===== src/rtl/mul_share_arbiter_if.sv =====
// Bundles the requester and multiplier-side signals of mul_share_arbiter.
// The arbiter takes the slave modport; clients plus multiplier drive the master side.
interface mul_share_arbiter_if #(
    parameter int unsigned NUM_REQ = 2
);
    logic [NUM_REQ-1:0]    req_valid;
    logic [32*NUM_REQ-1:0] req_multiplicand;
    logic [32*NUM_REQ-1:0] req_multiplier;
    logic [NUM_REQ-1:0]    req_ready;
    logic [NUM_REQ-1:0]    resp_valid;
    logic [63:0]           resp_product;
    logic                  resp_err;
    logic                  mul_start;
    logic [31:0]           mul_multiplicand;
    logic [31:0]           mul_multiplier;
    logic [63:0]           mul_product;
    logic                  mul_finish;
    logic                  busy;
    logic                  timeout_err;

    modport slave (
        input  req_valid, req_multiplicand, req_multiplier, mul_product, mul_finish,
        output req_ready, resp_valid, resp_product, resp_err, mul_start,
               mul_multiplicand, mul_multiplier, busy, timeout_err
    );

    modport master (
        output req_valid, req_multiplicand, req_multiplier, mul_product, mul_finish,
        input  req_ready, resp_valid, resp_product, resp_err, mul_start,
               mul_multiplicand, mul_multiplier, busy, timeout_err
    );
endinterface


===== src/rtl/mul_share_arbiter.sv =====
// Round-robin sharing of one sequential 32x32 multiplier among NUM_REQ requesters,
// one operation in flight at a time, with a watchdog on the multiplier's finish pulse.
module mul_share_arbiter #(
    parameter int unsigned NUM_REQ = 2,
    parameter int unsigned TIMEOUT = 64
) (
    input  logic               clk,
    input  logic               rst,
    mul_share_arbiter_if.slave bus
);

    localparam int unsigned IdxW = (NUM_REQ > 1) ? $clog2(NUM_REQ) : 1;
    localparam int unsigned CntW = (TIMEOUT > 1) ? $clog2(TIMEOUT) : 1;

    typedef enum logic [1:0] {StIdle, StIssue, StWait, StResp} state_e;

    state_e             r_state;
    state_e             w_state_nxt;
    logic [IdxW-1:0]    r_ptr;
    logic [IdxW-1:0]    r_gnt;
    logic [IdxW-1:0]    w_gnt;
    logic [IdxW-1:0]    w_idx;
    logic               w_found;
    logic [CntW-1:0]    r_cnt;
    logic               w_cnt_last;
    logic [31:0]        r_mcand;
    logic [31:0]        r_mplier;
    logic [63:0]        r_prod;
    logic               r_err;
    logic               r_timeout_err;
    logic [NUM_REQ-1:0] w_ready;
    logic [NUM_REQ-1:0] w_resp_valid;
    logic               w_start;

    // First valid requester at or after the pointer, wrapping.
    always_comb begin
        w_gnt   = '0;
        w_found = 1'b0;
        w_idx   = '0;
        for (int unsigned k = 0; k < NUM_REQ; k++) begin
            w_idx = IdxW'((32'(r_ptr) + k) % NUM_REQ);
            if (!w_found && bus.req_valid[w_idx]) begin
                w_found = 1'b1;
                w_gnt   = w_idx;
            end
        end
    end

    assign w_cnt_last = (r_cnt == CntW'(TIMEOUT - 1));

    always_comb begin
        w_state_nxt  = r_state;
        w_ready      = '0;
        w_resp_valid = '0;
        w_start      = 1'b0;
        unique case (r_state)
            StIdle: begin
                if (w_found) begin
                    w_ready[w_gnt] = 1'b1;
                    w_state_nxt    = StIssue;
                end
            end
            StIssue: begin
                w_start     = 1'b1;
                w_state_nxt = StWait;
            end
            StWait: begin
                if (bus.mul_finish || w_cnt_last) begin
                    w_state_nxt = StResp;
                end
            end
            StResp: begin
                w_resp_valid[r_gnt] = 1'b1;
                w_state_nxt         = StIdle;
            end
            default: w_state_nxt = StIdle;
        endcase
    end

    always_ff @(posedge clk) begin
        if (rst) begin
            r_state       <= StIdle;
            r_ptr         <= '0;
            r_gnt         <= '0;
            r_cnt         <= '0;
            r_mcand       <= '0;
            r_mplier      <= '0;
            r_prod        <= '0;
            r_err         <= 1'b0;
            r_timeout_err <= 1'b0;
        end else begin
            r_state <= w_state_nxt;
            if (r_state == StIdle && w_found) begin
                r_gnt    <= w_gnt;
                r_mcand  <= bus.req_multiplicand[32*w_gnt +: 32];
                r_mplier <= bus.req_multiplier[32*w_gnt +: 32];
            end
            if (r_state == StIssue) begin
                r_cnt <= '0;
            end
            if (r_state == StWait) begin
                r_cnt <= r_cnt + CntW'(1);
                // A finish on the final allowed cycle still counts as success.
                if (bus.mul_finish) begin
                    r_prod <= bus.mul_product;
                    r_err  <= 1'b0;
                end else if (w_cnt_last) begin
                    r_prod        <= '0;
                    r_err         <= 1'b1;
                    r_timeout_err <= 1'b1;
                end
            end
            if (r_state == StResp) begin
                r_ptr <= (r_gnt == IdxW'(NUM_REQ - 1)) ? '0 : r_gnt + IdxW'(1);
            end
        end
    end

    assign bus.req_ready        = w_ready;
    assign bus.resp_valid       = w_resp_valid;
    assign bus.resp_product     = (r_state == StResp) ? r_prod : '0;
    assign bus.resp_err         = (r_state == StResp) && r_err;
    assign bus.mul_start        = w_start;
    assign bus.mul_multiplicand = r_mcand;
    assign bus.mul_multiplier   = r_mplier;
    assign bus.busy             = (r_state != StIdle);
    assign bus.timeout_err      = r_timeout_err;

endmodule


===== src/flat_wrapper.sv =====
// flat-port wrapper written by rule: the top's interface ports become plain ports
module mul_share_arbiter_flat 
#(
    parameter int unsigned NUM_REQ = 2,
    parameter int unsigned TIMEOUT = 64
)
  (clk, rst, bus_req_valid, bus_req_multiplicand, bus_req_multiplier, bus_mul_product, bus_mul_finish, bus_req_ready, bus_resp_valid, bus_resp_product, bus_resp_err, bus_mul_start, bus_mul_multiplicand, bus_mul_multiplier, bus_busy, bus_timeout_err);
  mul_share_arbiter_if #(.NUM_REQ(NUM_REQ)) bus_i ();
  input  logic clk;
  input  logic rst;
  input wire logic [$bits(bus_i.req_valid)-1:0] bus_req_valid;
  input wire logic [$bits(bus_i.req_multiplicand)-1:0] bus_req_multiplicand;
  input wire logic [$bits(bus_i.req_multiplier)-1:0] bus_req_multiplier;
  input wire logic [$bits(bus_i.mul_product)-1:0] bus_mul_product;
  input wire logic [$bits(bus_i.mul_finish)-1:0] bus_mul_finish;
  output wire logic [$bits(bus_i.req_ready)-1:0] bus_req_ready;
  output wire logic [$bits(bus_i.resp_valid)-1:0] bus_resp_valid;
  output wire logic [$bits(bus_i.resp_product)-1:0] bus_resp_product;
  output wire logic [$bits(bus_i.resp_err)-1:0] bus_resp_err;
  output wire logic [$bits(bus_i.mul_start)-1:0] bus_mul_start;
  output wire logic [$bits(bus_i.mul_multiplicand)-1:0] bus_mul_multiplicand;
  output wire logic [$bits(bus_i.mul_multiplier)-1:0] bus_mul_multiplier;
  output wire logic [$bits(bus_i.busy)-1:0] bus_busy;
  output wire logic [$bits(bus_i.timeout_err)-1:0] bus_timeout_err;
  assign bus_i.req_valid = bus_req_valid;
  assign bus_i.req_multiplicand = bus_req_multiplicand;
  assign bus_i.req_multiplier = bus_req_multiplier;
  assign bus_i.mul_product = bus_mul_product;
  assign bus_i.mul_finish = bus_mul_finish;
  assign bus_req_ready = bus_i.req_ready;
  assign bus_resp_valid = bus_i.resp_valid;
  assign bus_resp_product = bus_i.resp_product;
  assign bus_resp_err = bus_i.resp_err;
  assign bus_mul_start = bus_i.mul_start;
  assign bus_mul_multiplicand = bus_i.mul_multiplicand;
  assign bus_mul_multiplier = bus_i.mul_multiplier;
  assign bus_busy = bus_i.busy;
  assign bus_timeout_err = bus_i.timeout_err;
  mul_share_arbiter #(.NUM_REQ(NUM_REQ), .TIMEOUT(TIMEOUT)) u_core (.clk(clk), .rst(rst), .bus(bus_i));
endmodule

===== config.mk =====
export PLATFORM = sky130hd
export DESIGN_NAME = mul_share_arbiter_flat
export DESIGN_NICKNAME = d
export VERILOG_FILES = /design/src/rtl/mul_share_arbiter_if.sv /design/src/rtl/mul_share_arbiter.sv /design/src/flat_wrapper.sv
export SDC_FILE = /design/constraint.sdc
export NUM_CORES = 1
export LEC_CHECK = 0
export CELL_PAD_IN_SITES_DETAIL_PLACEMENT = 1
export CELL_PAD_IN_SITES_GLOBAL_PLACEMENT = 1
export CORE_UTILIZATION = 27
export DETAILED_ROUTE_END_ITERATION = 8
export PLACE_DENSITY_LB_ADDON = 0.1
export SETUP_SLACK_MARGIN = 0.05
export SLEW_MARGIN = 20
export SYNTH_ARGS = -nofsm -noshare
export SYNTH_HDL_FRONTEND = slang
export SYNTH_SLANG_ARGS = --single-unit

===== constraint.sdc =====
create_clock -name clk -period 2 [get_ports clk]
set_input_delay 0.2 -clock clk [delete_from_list [all_inputs] [get_ports clk]]
set_output_delay 0.2 -clock clk [all_outputs]
set_load 0.02 [all_outputs]

Yosys cells after proc, flatten, opt, wreduce, memory -nomap -nowiden --
Index checks and enable logic that the tools add are counted.
Word-level totals: RAM bits 0, register bits after elaboration 140, output and inout port bits 136, memories kept 0, word-level logic and storage cells 68, latch bits 0, bits in read-only memories 0, input port bits 197
Operators by class: multiply operators 0, muxes and demuxes 27, equal/unequal tests 6, shifts and indexed selects 2, order comparisons 6, div/mod/pow operators 0, bitwise operators 1, reduce and logical (&&, ||, !) cells 14, add/sub/neg operators 3
Operator list (number):
- 64-bit two-way mux | 3
- 64-bit by 7-bit indexed part select with 32-bit output | 2
- 1-bit two-way mux | 14
- 6-bit two-way mux | 2
- 2-bit two-way mux | 5
- 1-bit by 2-bit less-than comparator with 1-bit output (second input constant) | 4
- 2-bit one-hot mux with 4 select lines | 1
- 6-bit by 1-bit adder with 6-bit output (second input constant) | 1
- 6-bit equality test (second input constant) | 1
- 2-bit nonzero test | 3
- 1-bit logical AND | 5
- 2-bit equality test (second input constant) | 2
- 2-bit by 1-bit != test with 1-bit output (second input constant) | 2
- 2-bit AND reduction | 2
- 3-bit AND reduction | 1
- 1-bit adder (second input constant) | 2
- 1-bit demux with 1-bit select | 2
- 2-bit by 1-bit equality test with 1-bit output (second input constant) | 1
- 1-bit >= comparator (second input constant) | 2
- 2-bit zero test | 1
- 1-bit zero test | 1
- 1-bit logical OR | 1
- 1-bit inverter | 1

Longest topological paths before layout --
depth in word-level cells 12, mapped depth 8, mapped depth without buffers 6

Least setup slack after synthesis --
OpenSTA, ideal clock, no wires.
kind reg-to-reg, start point reg u_core.r_state[0], end point reg u_core.r_mcand[14], in the netlist u_core.bus.mul_multiplicand[14], required time 1942 ps, stages on the path, launching flop included 8, clock period less this slack 1676 ps, setup time 58 ps, buffers on the path 1, arrival 1618 ps, path slack 324 ps, path through dfxtp_1 > inv_1 > ha_1 > inv_2 > a2111oi_4 > buf_6 > a22o_2 > a21o_1
On the way: longest elaborated chain between the ends 2
Ends and longest elaborated chain:
- start, declared | line mul_share_arbiter.sv:17 | state_e r_state;
- start signal, assigned | line mul_share_arbiter.sv:82 | r_state <= StIdle;
- start signal, assigned | line mul_share_arbiter.sv:92 | r_state <= w_state_nxt;
- 2-bit zero test | line mul_share_arbiter.sv:93 | if (r_state == StIdle && w_found) begin
- 1-bit logical AND | line mul_share_arbiter.sv:93
- end signal, assigned | line mul_share_arbiter.sv:95 | r_mcand <= bus.req_multiplicand[32*w_gnt +: 32];
- end, declared | line mul_share_arbiter.sv:26 | logic [31:0] r_mcand;
Every way passes these cells. A chain may end at the register's enable or synchronous reset.

Final worst setup path --
start point reg u_core.r_state[0], end point out bus_resp_valid[0]
On the way: longest elaborated chain between the ends 2
Ends and longest elaborated chain:
- 2-bit equality test | line mul_share_arbiter.sv:56 | unique case (r_state)
- 2-bit two-way mux | line mul_share_arbiter.sv:56
- end, declared | line flat_wrapper.sv:17 | output wire logic [$bits(bus_i.resp_valid)-1:0] bus_resp_valid;
Every way passes these cells.

==> Implementation_results.wiki <==
{| class="wikitable"
! Metric !! Value
|-
| Remaining Overflow, GRT || 0
|-
| Via Count || ~6000
|-
| Data required time of the worst path || 1.80 ns
|-
| Area share of the largest cell type after synthesis || between 40% and 50%
|-
| Antenna-violating nets left || 0
|-
| Reg2Reg Depth || 7
|-
| Final Hold Vio Count || 0
|-
| Global-route wire length before repair || ~36000 um
|-
| Cts-stage hold buffer count || 0
|-
| Number of optimization iterations in the first detailed-route pass || 4
|-
| Pwr Density || 1040 nW/um^2
|-
| Maximum level of the CTS H-tree || 4
|-
| Cell type group with the largest total delay on the critical path || buffers and inverters
|-
| Insertion delay of the later-clocked pin in the worst-skew pair || 0.42 ns
|-
| Worst Clk Skew || 0.0113 ns
|-
| DRC errors left || 0
|-
| Final Total Pwr || 0.0105 W
|-
| Post-route non-filler standard cell count || 1243
|-
| DRT Wirelength || 23700 um
|-
| Count of warnings emitted by yosys || 0
|-
| Count of flip-flops with a built-in enable after synthesis || 0
|-
| Worst voltage drop across the vdd grid || 0.525 mV
|-
| Area post-placement || around 9500 um^2
|-
| Filler cell count in the final layout || ~2400
|-
| Tightest Pin Transition || 0.522 ns
|-
| Crit-path slowest cell || dfxtp_2
|-
| Synthesized area per cell || 9.11 um^2
|-
| Netlist Area Pre-Place || 5860 um^2
|-
| CTS buffer count || 17
|-
| Slew Limit Fails || 0
|-
| Estimated wirelength of the detail-placed design || 17000 um
|-
| Count of placed standard cells including taps || approximately 1200
|-
| Initial DRC Count || between 150 and 200
|-
| Worst-path cell chain || ha_2 > buf_12 > nor2b_1 > clkdlybuf4s15_2
|-
| Critical path's largest stage delay || between 0.3 and 0.4 ns
|-
| Number of placement rows || 53
|-
| Max Root-Sink Buffers || 2
|-
| Arrival time worst endpoint || 1.67 ns
|-
| Gr usage total || 21.1%
|-
| Number of nets at the end of the flow || approximately 1200
|-
| Type of the worst setup path || register to output pin
|-
| Top cells by area in the synthesized netlist || dfxtp_1 48%, a21o_1 7.9%, a22o_1 7.5%
|-
| Distinct cells, synth || 35
|-
| Vias in the first global route || 6603
|-
| Final Cell Area || 10200 um^2
|-
| Initial antenna violation count || 0
|-
| Crit path depth || 4
|-
| Syn-to-layout area delta || 73.5%
|-
| Clk sink count || 140
|-
| Synthesized instance count || 643
|-
| Floorplan core area || between 20000 and 25000 um^2
|-
| Largest area contributor in the synthesized netlist || dfxtp_1
|-
| Post-synth ARST share || 0%
|-
| Class of the worst hold path || input port to register
|-
| Max Freq || 536 MHz
|-
| Critical path launch point type || register
|-
| Total of max-cap violations || 0
|-
| Per-cell routed wire length || 19.1 um
|-
| Die area || between 20000 and 25000 um^2
|-
| Final setup TNS || 0 ns
|-
| Buffers on Ports || between 300 and 400
|-
| Layout cells sized above 1 || 14.6%
|-
| Die extent in y || 149 um
|-
| Weighted congestion reported at the end of routability-driven placement || 0.772
|-
| Run status || completed
|-
| Depth of the worst hold-timing path || 2
|-
| Buffers & Inverters on Critical Path || 2
|-
| Clock-pin transition on the worst setup and hold timing paths || 0.06 ns
|-
| Count of antenna diodes in the layout || 0
|-
| Clock Tree Root || clkbuf_16
|-
| Number of synthesized register bits || 140
|-
| Synthesized net count || 845
|-
| Pin count of the biggest net entering global routing || 62
|-
| Clock tree from TritonCTS || done
|-
| Detailed-route vias per instance || 4.85
|-
| Setup violations, final || 0
|-
| Worst slew slack as a fraction of its limit || 65.2%
|-
| Flip-flop cell with the highest count after synthesis || dfxtp_1
|-
| Maximum fanout encountered on the critical timing path || 35
|-
| Proportion of synthesized chip area in sequential cells || between 40% and 50%
|-
| RSZ-0062 raised after global routing || true
|-
| Die width || 149 um
|-
| Final critical-path required period || 1.87 ns
|-
| Number of ports placed on the die boundary || 333
|-
| Starting Density || 27.7%
|-
| Period Utilization, post-route || 93.3%
|-
| Critical Path End Type || output pin
|-
| Leak Pwr || 4.19 nW
|}
## cells by family (layout without fill, tap and decap cells)
| kind of cell | Yosys count | after routing | synth area share, % |
|---|---|---|---|
| and+or+nand+nor | 224 | 224 | 19.1 |
| xor gates and xnor gates | 4 | 4 | 0.598 |
| buffers and inverters | 63 | 388 | 5.51 |
| AOI/OAI and AO/OA | 202 | 202 | 25.0 |
| adders and majority gates | 5 | 5 | 1.07 |
| DFF | 140 | 140 | 47.8 |
| muxes | 5 | 5 | 0.854 |
## cells in the final DEF (no fill, tap or decap), types with 3 or more instances in the layout
| cell | Yosys | layout |
|---|---|---|
| a21o_1 | 62 | 62 |
| a211oi_1 | 4 | 4 |
| buf_12 | 0 | 7 |
| dfxtp_1 | 140 | 138 |
| clkinvlp_4 | 0 | 3 |
| xor2_1 | 3 | 3 |
| buf_4 | 6 | 9 |
| inv_1 | 5 | 5 |
| mux2i_1 | 5 | 5 |
| clkdlybuf4s50_1 | 0 | 261 |
| nand2_1 | 68 | 67 |
| and2_1 | 68 | 67 |
| clkinv_2 | 0 | 3 |
| nand3_1 | 65 | 65 |
| ha_2 | 0 | 3 |
| clkbuf_2 | 0 | 8 |
| nor2_1 | 13 | 12 |
| bufinv_16 | 0 | 4 |
| clkdlybuf4s15_1 | 0 | 5 |
| clkdlybuf4s15_2 | 0 | 56 |
| clkbuf_16 | 0 | 18 |
| a22o_1 | 50 | 50 |
| clkbuf_8 | 1 | 3 |
| a21oi_1 | 66 | 66 |
| a22o_2 | 11 | 11 |
## Yosys cell counts (4+ instances only)
library cell / instances
dfxtp_1: 140
and2_1: 68
nand2_1: 68
a21oi_1: 66
nand3_1: 65
a21o_1: 62
a22o_1: 50
clkbuf_1: 33
nor2_1: 13
a22o_2: 11
buf_2: 7
buf_4: 6
buf_6: 6
ha_1: 5
inv_1: 5
mux2i_1: 5
a211oi_1: 4
## final timing paths
kind / endpoint / from / slack [ns]
setup / recovery: bus_resp_valid[0] / u_core.r_state[0] / 0.13
hold / removal: u_core.bus.mul_multiplier[31] / rst / 0.13
setup reg to reg: u_core.r_prod[18] / u_core.r_state[0] / 0.14
hold reg to reg: u_core.r_err / u_core.r_err / 0.46
## timing repair
| item | 4_1_cts | 5_1_grt |
|---|---|---|
| cloned | 0 | 1 |
| gates resized for setup | 191 | 18 |
| setup endpoints to repair | 70 | 119 |
| pin swaps | 0 | 1 |
| setup buffers | 0 | 1 |
## power by group
group | internal, W | leakage (nW) | switching, W
Clock | 0.00218 | 0.304 | 0.00123
Combinational | 0.00176 | 2.74 | 0.00181
Sequential | 0.00329 | 1.14 | 0.000269
Total | 0.00722 | 4.19 | 0.00330
## worst reg2reg max path, stage by stage, from the launching register on
cell	delay [ns]
dfxtp_2	0.34
inv_1	0.10
ha_2	0.24
inv_1	0.08
or3_2	0.53
buf_12	0.21
nand3_1	0.15
a21oi_1	0.08
## registers in the layout, indices dropped and copies added (netlist names)
| signal | count |
|---|---|
| u_core.r_state | 2 |
| u_core.r_cnt | 6 |
| u_core.r_err | 1 |
| u_core.bus.timeout_err | 1 |
| u_core.r_gnt | 1 |
| u_core.r_prod | 64 |
| u_core.bus.mul_multiplicand | 32 |
| u_core.bus.mul_multiplier | 32 |
| u_core.r_ptr | 1 |
## per-layer routing
metal | up-vias | part of all wire, % | global-route usage [%] | wire, um
li1 | 2869 | - | - | -
met1 | 2911 | 39 | 23.4 | 9330
met2 | 216 | 50 | 37.1 | 11900
met3 | 34 | 7.7 | 6.33 | 1820
met4 | 0 | 2.7 | 8.62 | 635
met5 | - | 0 | 0 | 0
## area by class of cell
class                           instances  area [um^2]  share of cell area, %
Clock buffer                           20          467                   4.59
Clock inverter                         11          166                   1.64
Inverter                                7         26.3                  0.259
Multi-Input combinational cell        440         2760                   27.2
Sequential cell                       140         2810                   27.6
Tap cell                              275          344                   3.39
Timing Repair Buffer                  350         3590                   35.4
## through the flow
| stage | setup slack, ns | hold slack, ns | util (%) |
|---|---|---|---|
| 2_1_floorplan | 0.324 | 0.310 | - |
| 3_3_place_gp | 0.105 | 0.445 | 44.8 |
| 3_5_place_dp | 0.0656 | 0.454 | 44.8 |
| 4_1_cts | 0.0101 | 0.111 | 48.0 |
| 5_1_grt | 0.0265 | 0.135 | 48.0 |
| 6_report | 0.134 | 0.126 | 48.0 |
(Power assumes the default switching activity.)
